`src/rtl/io_input_frontend_pkg.sv`:
```
// Shared types and helpers for the board input front end.
// The debounce state type and counter sizing live here so every block agrees on them.
package io_input_frontend_pkg;

  typedef enum logic [1:0] {
    IDLE,
    PRESS_WAIT,
    PRESSED,
    RELEASE_WAIT
  } debounce_state_t;

  // The counter must hold DEBOUNCE_CYCLES-1 and never needs to wrap.
  function automatic int debounce_cnt_width(input int cycles);
    int w;
    w = $clog2(cycles + 1);
    return (w < 1) ? 1 : w;
  endfunction

endpackage

```
`src/rtl/io_input_frontend_if.sv`:
```
// Pin-side and datapath-side signals of the input front end.
// master drives the raw pins and reads the port strobes; slave is the front end itself.
interface io_input_frontend_if #(
  parameter int WIDTH        = 32,
  parameter int NUM_BUTTONS  = 2,
  parameter int NUM_SWITCHES = 10
);

  logic [NUM_BUTTONS-1:0]  buttons_raw;
  logic [NUM_SWITCHES-1:0] switches_raw;
  logic [WIDTH-1:0]        inport_data;
  logic [NUM_BUTTONS-1:0]  inport_en;
  logic [NUM_BUTTONS-1:0]  button_level;

  modport master (
    output buttons_raw,
    output switches_raw,
    input  inport_data,
    input  inport_en,
    input  button_level
  );

  modport slave (
    input  buttons_raw,
    input  switches_raw,
    output inport_data,
    output inport_en,
    output button_level
  );

endinterface

```
`src/rtl/io_input_frontend_button_debouncer.sv`:
```
// One push-button: synchronizer chain, polarity fix, debounce FSM with counter.
// pulse is the registered one-cycle press strobe; accept is its combinational precursor.
module button_debouncer
  import io_input_frontend_pkg::*;
#(
  parameter int SYNC_STAGES     = 2,
  parameter int DEBOUNCE_CYCLES = 500000,
  parameter bit ACTIVE_LOW      = 1'b1
) (
  input  logic clk,
  input  logic rst,
  input  logic raw,
  output logic level,
  output logic pulse,
  output logic accept
);

  localparam int               CNT_W    = debounce_cnt_width(DEBOUNCE_CYCLES);
  localparam logic [CNT_W-1:0] CNT_LAST = CNT_W'(DEBOUNCE_CYCLES - 1);
  localparam logic             RAW_IDLE = ACTIVE_LOW;

  logic [SYNC_STAGES-1:0] sync_reg;
  debounce_state_t        state_reg;
  logic [CNT_W-1:0]       cnt_reg;
  logic                   synced;
  logic                   cnt_done;

  // After this point a pressed button always reads as 1.
  assign synced   = sync_reg[SYNC_STAGES-1] ^ ACTIVE_LOW;
  assign cnt_done = (cnt_reg == CNT_LAST);
  assign accept   = (state_reg == PRESS_WAIT) && synced && cnt_done;

  always_ff @(posedge clk) begin
    if (rst) begin
      sync_reg  <= {SYNC_STAGES{RAW_IDLE}};
      state_reg <= IDLE;
      cnt_reg   <= '0;
      level     <= 1'b0;
      pulse     <= 1'b0;
    end else begin
      sync_reg <= {sync_reg[SYNC_STAGES-2:0], raw};
      pulse    <= accept;
      unique case (state_reg)
        IDLE: begin
          if (synced) begin
            state_reg <= PRESS_WAIT;
            cnt_reg   <= '0;
          end
        end
        PRESS_WAIT: begin
          if (!synced) begin
            state_reg <= IDLE;
          end else if (cnt_done) begin
            state_reg <= PRESSED;
            level     <= 1'b1;
          end else begin
            cnt_reg <= cnt_reg + CNT_W'(1);
          end
        end
        PRESSED: begin
          if (!synced) begin
            state_reg <= RELEASE_WAIT;
            cnt_reg   <= '0;
          end
        end
        RELEASE_WAIT: begin
          // A bounce back to pressed keeps the level and produces no new strobe.
          if (synced) begin
            state_reg <= PRESSED;
          end else if (cnt_done) begin
            state_reg <= IDLE;
            level     <= 1'b0;
          end else begin
            cnt_reg <= cnt_reg + CNT_W'(1);
          end
        end
        default: state_reg <= IDLE;
      endcase
    end
  end

endmodule

```
`src/rtl/io_input_frontend.sv`:
```
// Board input front end: debounced button strobes plus a switch snapshot
// captured on the same edge, ready to load the CPU input ports.
module io_input_frontend
  import io_input_frontend_pkg::*;
#(
  parameter int WIDTH             = 32,
  parameter int NUM_BUTTONS       = 2,
  parameter int NUM_SWITCHES      = 10,
  parameter int SYNC_STAGES       = 2,
  parameter int DEBOUNCE_CYCLES   = 500000,
  parameter bit BUTTON_ACTIVE_LOW = 1'b1
) (
  input  logic                clk,
  input  logic                rst,
  io_input_frontend_if.slave  bus
);

  logic [SYNC_STAGES-1:0][NUM_SWITCHES-1:0] sw_sync_reg;
  logic [WIDTH-1:0]                         inport_data_reg;
  logic [NUM_BUTTONS-1:0]                   level_vec;
  logic [NUM_BUTTONS-1:0]                   pulse_vec;
  logic [NUM_BUTTONS-1:0]                   accept_vec;

  genvar gi;
  generate
    for (gi = 0; gi < NUM_BUTTONS; gi++) begin : g_btn
      button_debouncer #(
        .SYNC_STAGES     (SYNC_STAGES),
        .DEBOUNCE_CYCLES (DEBOUNCE_CYCLES),
        .ACTIVE_LOW      (BUTTON_ACTIVE_LOW)
      ) u_debouncer (
        .clk    (clk),
        .rst    (rst),
        .raw    (bus.buttons_raw[gi]),
        .level  (level_vec[gi]),
        .pulse  (pulse_vec[gi]),
        .accept (accept_vec[gi])
      );
    end
  endgenerate

  // The snapshot uses accept so data lands on the same edge the strobe registers.
  always_ff @(posedge clk) begin
    if (rst) begin
      sw_sync_reg     <= '0;
      inport_data_reg <= '0;
    end else begin
      sw_sync_reg[0] <= bus.switches_raw;
      for (int i = 1; i < SYNC_STAGES; i++) begin
        sw_sync_reg[i] <= sw_sync_reg[i-1];
      end
      if (|accept_vec) begin
        inport_data_reg <= WIDTH'(sw_sync_reg[SYNC_STAGES-1]);
      end
    end
  end

  assign bus.inport_data  = inport_data_reg;
  assign bus.inport_en    = pulse_vec;
  assign bus.button_level = level_vec;

endmodule

```
`src/flat_wrapper.sv`:
```
// flat-port wrapper written by rule: the top's interface ports become plain ports
module io_input_frontend_flat import io_input_frontend_pkg::*;
#(
  parameter int WIDTH             = 32,
  parameter int NUM_BUTTONS       = 2,
  parameter int NUM_SWITCHES      = 10,
  parameter int SYNC_STAGES       = 2,
  parameter int DEBOUNCE_CYCLES   = 500000,
  parameter bit BUTTON_ACTIVE_LOW = 1'b1
)
  (clk, rst, bus_buttons_raw, bus_switches_raw, bus_inport_data, bus_inport_en, bus_button_level);
  io_input_frontend_if #(.WIDTH(WIDTH), .NUM_BUTTONS(NUM_BUTTONS), .NUM_SWITCHES(NUM_SWITCHES)) bus_i ();
  input  logic clk;
  input  logic rst;
  input wire logic [$bits(bus_i.buttons_raw)-1:0] bus_buttons_raw;
  input wire logic [$bits(bus_i.switches_raw)-1:0] bus_switches_raw;
  output wire logic [$bits(bus_i.inport_data)-1:0] bus_inport_data;
  output wire logic [$bits(bus_i.inport_en)-1:0] bus_inport_en;
  output wire logic [$bits(bus_i.button_level)-1:0] bus_button_level;
  assign bus_i.buttons_raw = bus_buttons_raw;
  assign bus_i.switches_raw = bus_switches_raw;
  assign bus_inport_data = bus_i.inport_data;
  assign bus_inport_en = bus_i.inport_en;
  assign bus_button_level = bus_i.button_level;
  io_input_frontend #(.WIDTH(WIDTH), .NUM_BUTTONS(NUM_BUTTONS), .NUM_SWITCHES(NUM_SWITCHES), .SYNC_STAGES(SYNC_STAGES), .DEBOUNCE_CYCLES(DEBOUNCE_CYCLES), .BUTTON_ACTIVE_LOW(BUTTON_ACTIVE_LOW)) u_core (.clk(clk), .rst(rst), .bus(bus_i));
endmodule
```
`config.mk`:
```
export PLATFORM = sky130hd
export DESIGN_NAME = io_input_frontend_flat
export DESIGN_NICKNAME = d
export VERILOG_FILES = /design/src/rtl/io_input_frontend_pkg.sv /design/src/rtl/io_input_frontend_if.sv /design/src/rtl/io_input_frontend_button_debouncer.sv /design/src/rtl/io_input_frontend.sv /design/src/flat_wrapper.sv
export SDC_FILE = /design/constraint.sdc
export NUM_CORES = 1
export LEC_CHECK = 0
export ABC_AREA = 0
export ABC_CLOCK_PERIOD_IN_PS = 3000
export BUFFER_PORTS_ARGS = -buffer_cell sky130_fd_sc_hd__buf_4
export CAP_MARGIN = 30
export CORE_MARGIN = 5
export CORE_UTILIZATION = 51
export CTS_BUF_LIST = sky130_fd_sc_hd__clkbuf_2
export DETAILED_ROUTE_END_ITERATION = 10
export GPL_TIMING_DRIVEN = 0
export PLACE_DENSITY_LB_ADDON = 0.25
export SETUP_SLACK_MARGIN = 0.2
export SLEW_MARGIN = 10
export SYNTH_ARGS = -nofsm -noshare
export SYNTH_HDL_FRONTEND = slang
export SYNTH_HIERARCHICAL = 1
export SYNTH_SLANG_ARGS = --single-unit
```
`constraint.sdc`:
```
create_clock -name clk -period 3 [get_ports clk]
set_input_delay 0.15 -clock clk [delete_from_list [all_inputs] [get_ports clk]]
set_output_delay 0.15 -clock clk [all_outputs]
set_load 0.03 [all_outputs]
```
==> metrics.cfg <==
[run_status]
outcome = completed

[setup_path]
crit_path_top_delay_cell = or4b_4
crit_top_cell = or4_4
max_stage_delay_ns = 0.51
crit_type = reg2reg
cp_max_fo = 7
crit_path_start_kind = flop
crit_arrival_ns = 3.20
required_ns = 3.45
worstPathCellList = or4b_4 -> or4_4 -> buf_6 -> or4_4 -> nand2b_4 -> nor2_4 -> clkbuf_16 -> o21ai_0 -> a21oi_1
cp-end-kind = flop

[placed_design]
port-buffer-count = 27
place.gp.congestion = 0.9120
dpl-instance-area_um2 = 4000
dp_hpwl_um = 5194

[cells_and_area]
diodes = 0
final_nets = 491
layout-drive-gt1-share = 0.2146
finalInstanceArea_um2 = 4362
syn2layout_area_growth_pct = 21.21
largest_reg_flops = 38
n_fill_cell = 583

[grt]
grtUsageTotal = 0.1727
first_global_vias = 2742
grt_max_degree = 17
grt_pass1_wl_um = 12460
grt_overflow = 0
antenna_found_initial = 0

[sta]
final_hold_viol_count = 0
fin_crit_ns = 2.751
timing.final.crit_share = 0.9170
final_max_slew_viol_count = 0
rsz0062_at_grt = true
worstMarginPinSlew_ns = 0.5705
finalSetupTns_ns = 0
fin_skew_ns = 0.02639
max_freq_mhz = 363.5
finalSetupViolations = 0
slew-limit-headroom = 0.6169

[floorplanning]
initial_core_util = 0.5267
core_area_um2 = 6832
ios = 50
fp-row-count = 30
die_w_um = 94
die_h_um = 94
die-area_um2 = 8836

[drt]
routedWlPerCell_um = 12.85
wl_um = 7401
drt_iter0_markers = 115
drc = 0
dr.pass1.iters = 4
num_vias = 2980
drtAntennaViolNets = 0
vias_per_cell = 5.174

[power_and_ir_drop]
seqPwrFrac = 0.590
leakage_nw = 1.650
swShare = 0.2662
peakVddDrop_mv = 0.2849
combPwrFrac = 0.078
clockPowerShare = 0.331
p_per_area_nw_per_um2 = 424.0
intPower_w = 0.001357
p_switching_w = 0.0004923

[clock_tree]
clk_pin_slew_ns = 0.24
cts_max_level = 3
cts_made_buffers = 9
cts_root_buf = clkbuf_2
cts_sinks = 80
cts_tree = yes
clkLatencyLatePin_ns = 0.51
cts_buffer_depth = 2

[min_path]
hp-class = in2reg

[logic_synthesis]
yosysTopAreaCell = dfxtp_1
synth_ff_type = dfxtp_1
yosysMostFrequentCell = dfxtp_1
ys_ff_latch = 80
synth_seq_area_share = 0.4451
netlist_instances = 398
synth_area_leaders = dfxtp_1, buf_4, a21oi_1, nor2b_1, xor2_1
netlist_area_um2 = 3598
synthArstFlopShare = 0
syn_area_per_cell_um2 = 9.041
yosysWarnings = 6
ys_top_cells_by_count = dfxtp_1, a21oi_1, nor2_1
synth.top_cell.area_share = 0.4451
synth_cell_types = 57
synth-edff-count = 0

[flow_run]
maxCapViolCount = 0

cell type report:
cell class              instances  area (um2)  share of cell area
plain buffers                  39       274.0             0.06282
clock buffers                   9       45.04             0.01033
clock inverters                 7       83.83             0.01922
inverters                       6       22.52            0.005164
multi-input cells             294        1823              0.4180
flip-flops and latches         80        1605              0.3680
well taps                      96       120.1             0.02754
repair buffers                 45       387.9             0.08893
power groups by stage:
| stage | logic, W | clock network (W) | registers (W) |
|---|---|---|---|
| after global routing | 0.000158 | 0.000677 | 0.00110 |
| after detailed placement | 0.000130 | 0 | 0.00111 |
| final | 0.000145 | 0.000613 | 0.00109 |
| after floorplan | 0.000101 | 0 | 0.00111 |
| after CTS | 0.000143 | 0.000634 | 0.00109 |
| after global placement | 0.000129 | 0 | 0.00111 |
metrics by stage:
stage          hold slack [ns]    util  setup WS, ns  cells  power, W
6_report                0.3722  0.6385        0.2490    576  0.001850
4_1_cts                 0.3303  0.6289        0.2326    572  0.001869
5_1_grt                 0.3454  0.6385        0.1525    576  0.001931
3_5_place_dp            0.3408  0.5855       0.04017    542  0.001242
2_1_floorplan           0.2538       -        0.3849    419  0.001213
3_3_place_gp            0.3385  0.5855       0.09516    542  0.001240
final timing paths:
| path | from | end | slack, ns | depth (start not counted) |
|---|---|---|---|---|
| worst max register to register | u_core/g_btn[0].u_debouncer/cnt_reg[6] | u_core/bus.inport_data[9] | 0.25 | 9 |
| worst min-delay path | bus_buttons_raw[0] | u_core/g_btn[0].u_debouncer/sync_reg[0] | 0.37 | 3 |
| worst min register to register | u_core/g_btn[1].u_debouncer/sync_reg[0] | u_core/g_btn[1].u_debouncer/sync_reg[1] | 0.44 | 1 |
| worst max-delay path | u_core/g_btn[0].u_debouncer/cnt_reg[6] | u_core/bus.inport_data[9] | 0.25 | 9 |
cells by family after synthesis:
kind of cell    Yosys count  share of synthesized area
simple gates            170                     0.2830
mux                       3                   0.008345
buf+inv                  45                    0.07441
xor+xnor                 19                    0.05146
compound gates           78                     0.1297
other cells               1                   0.001042
fa+ha+maj                 2                   0.006953
flops                    80                     0.4451
placed cells by master, fill, tap and decap left out, drive strengths merged, types with 10 or more instances in the layout:
cell / instances
dfxtp: 80
buf: 61
a21oi: 31
nor2: 29
o21ai: 26
nand2: 25
conb: 22
nor2b: 21
clkbuf: 19
nand4: 15
xor2: 14
dlygate4sd3: 13
nand3: 12
or4: 11
inv: 11
or3b: 10
critical path, delay by kind of cell, from the launching register on:
kind	cells	cell delay, ns
and+or+nand+nor	5	1.75
DFF	1	0.41
buffers and inverters	2	0.32
AOI/OAI and AO/OA	2	0.21
what timing repair did:
item,4_1_cts,5_1_grt
setup endpoints to repair,10,10
pin swaps,0,10
cloned,0,1
hold buffers,13,0
endpoints found under the hold margin,16,0
setup buffers,1,3
gates resized for setup,10,9
layer usage:
metal / vias up / track usage / share of wire
li1: 1525 / - / -
met1: 1384 / 0.2161 / 0.45
met2: 63 / 0.2945 / 0.49
met3: 8 / 0.03526 / 0.042
met4: 0 / 0.05897 / 0.0096
met5: - / 0 / 0
Note: power is estimated with default switching activity, not from simulation.
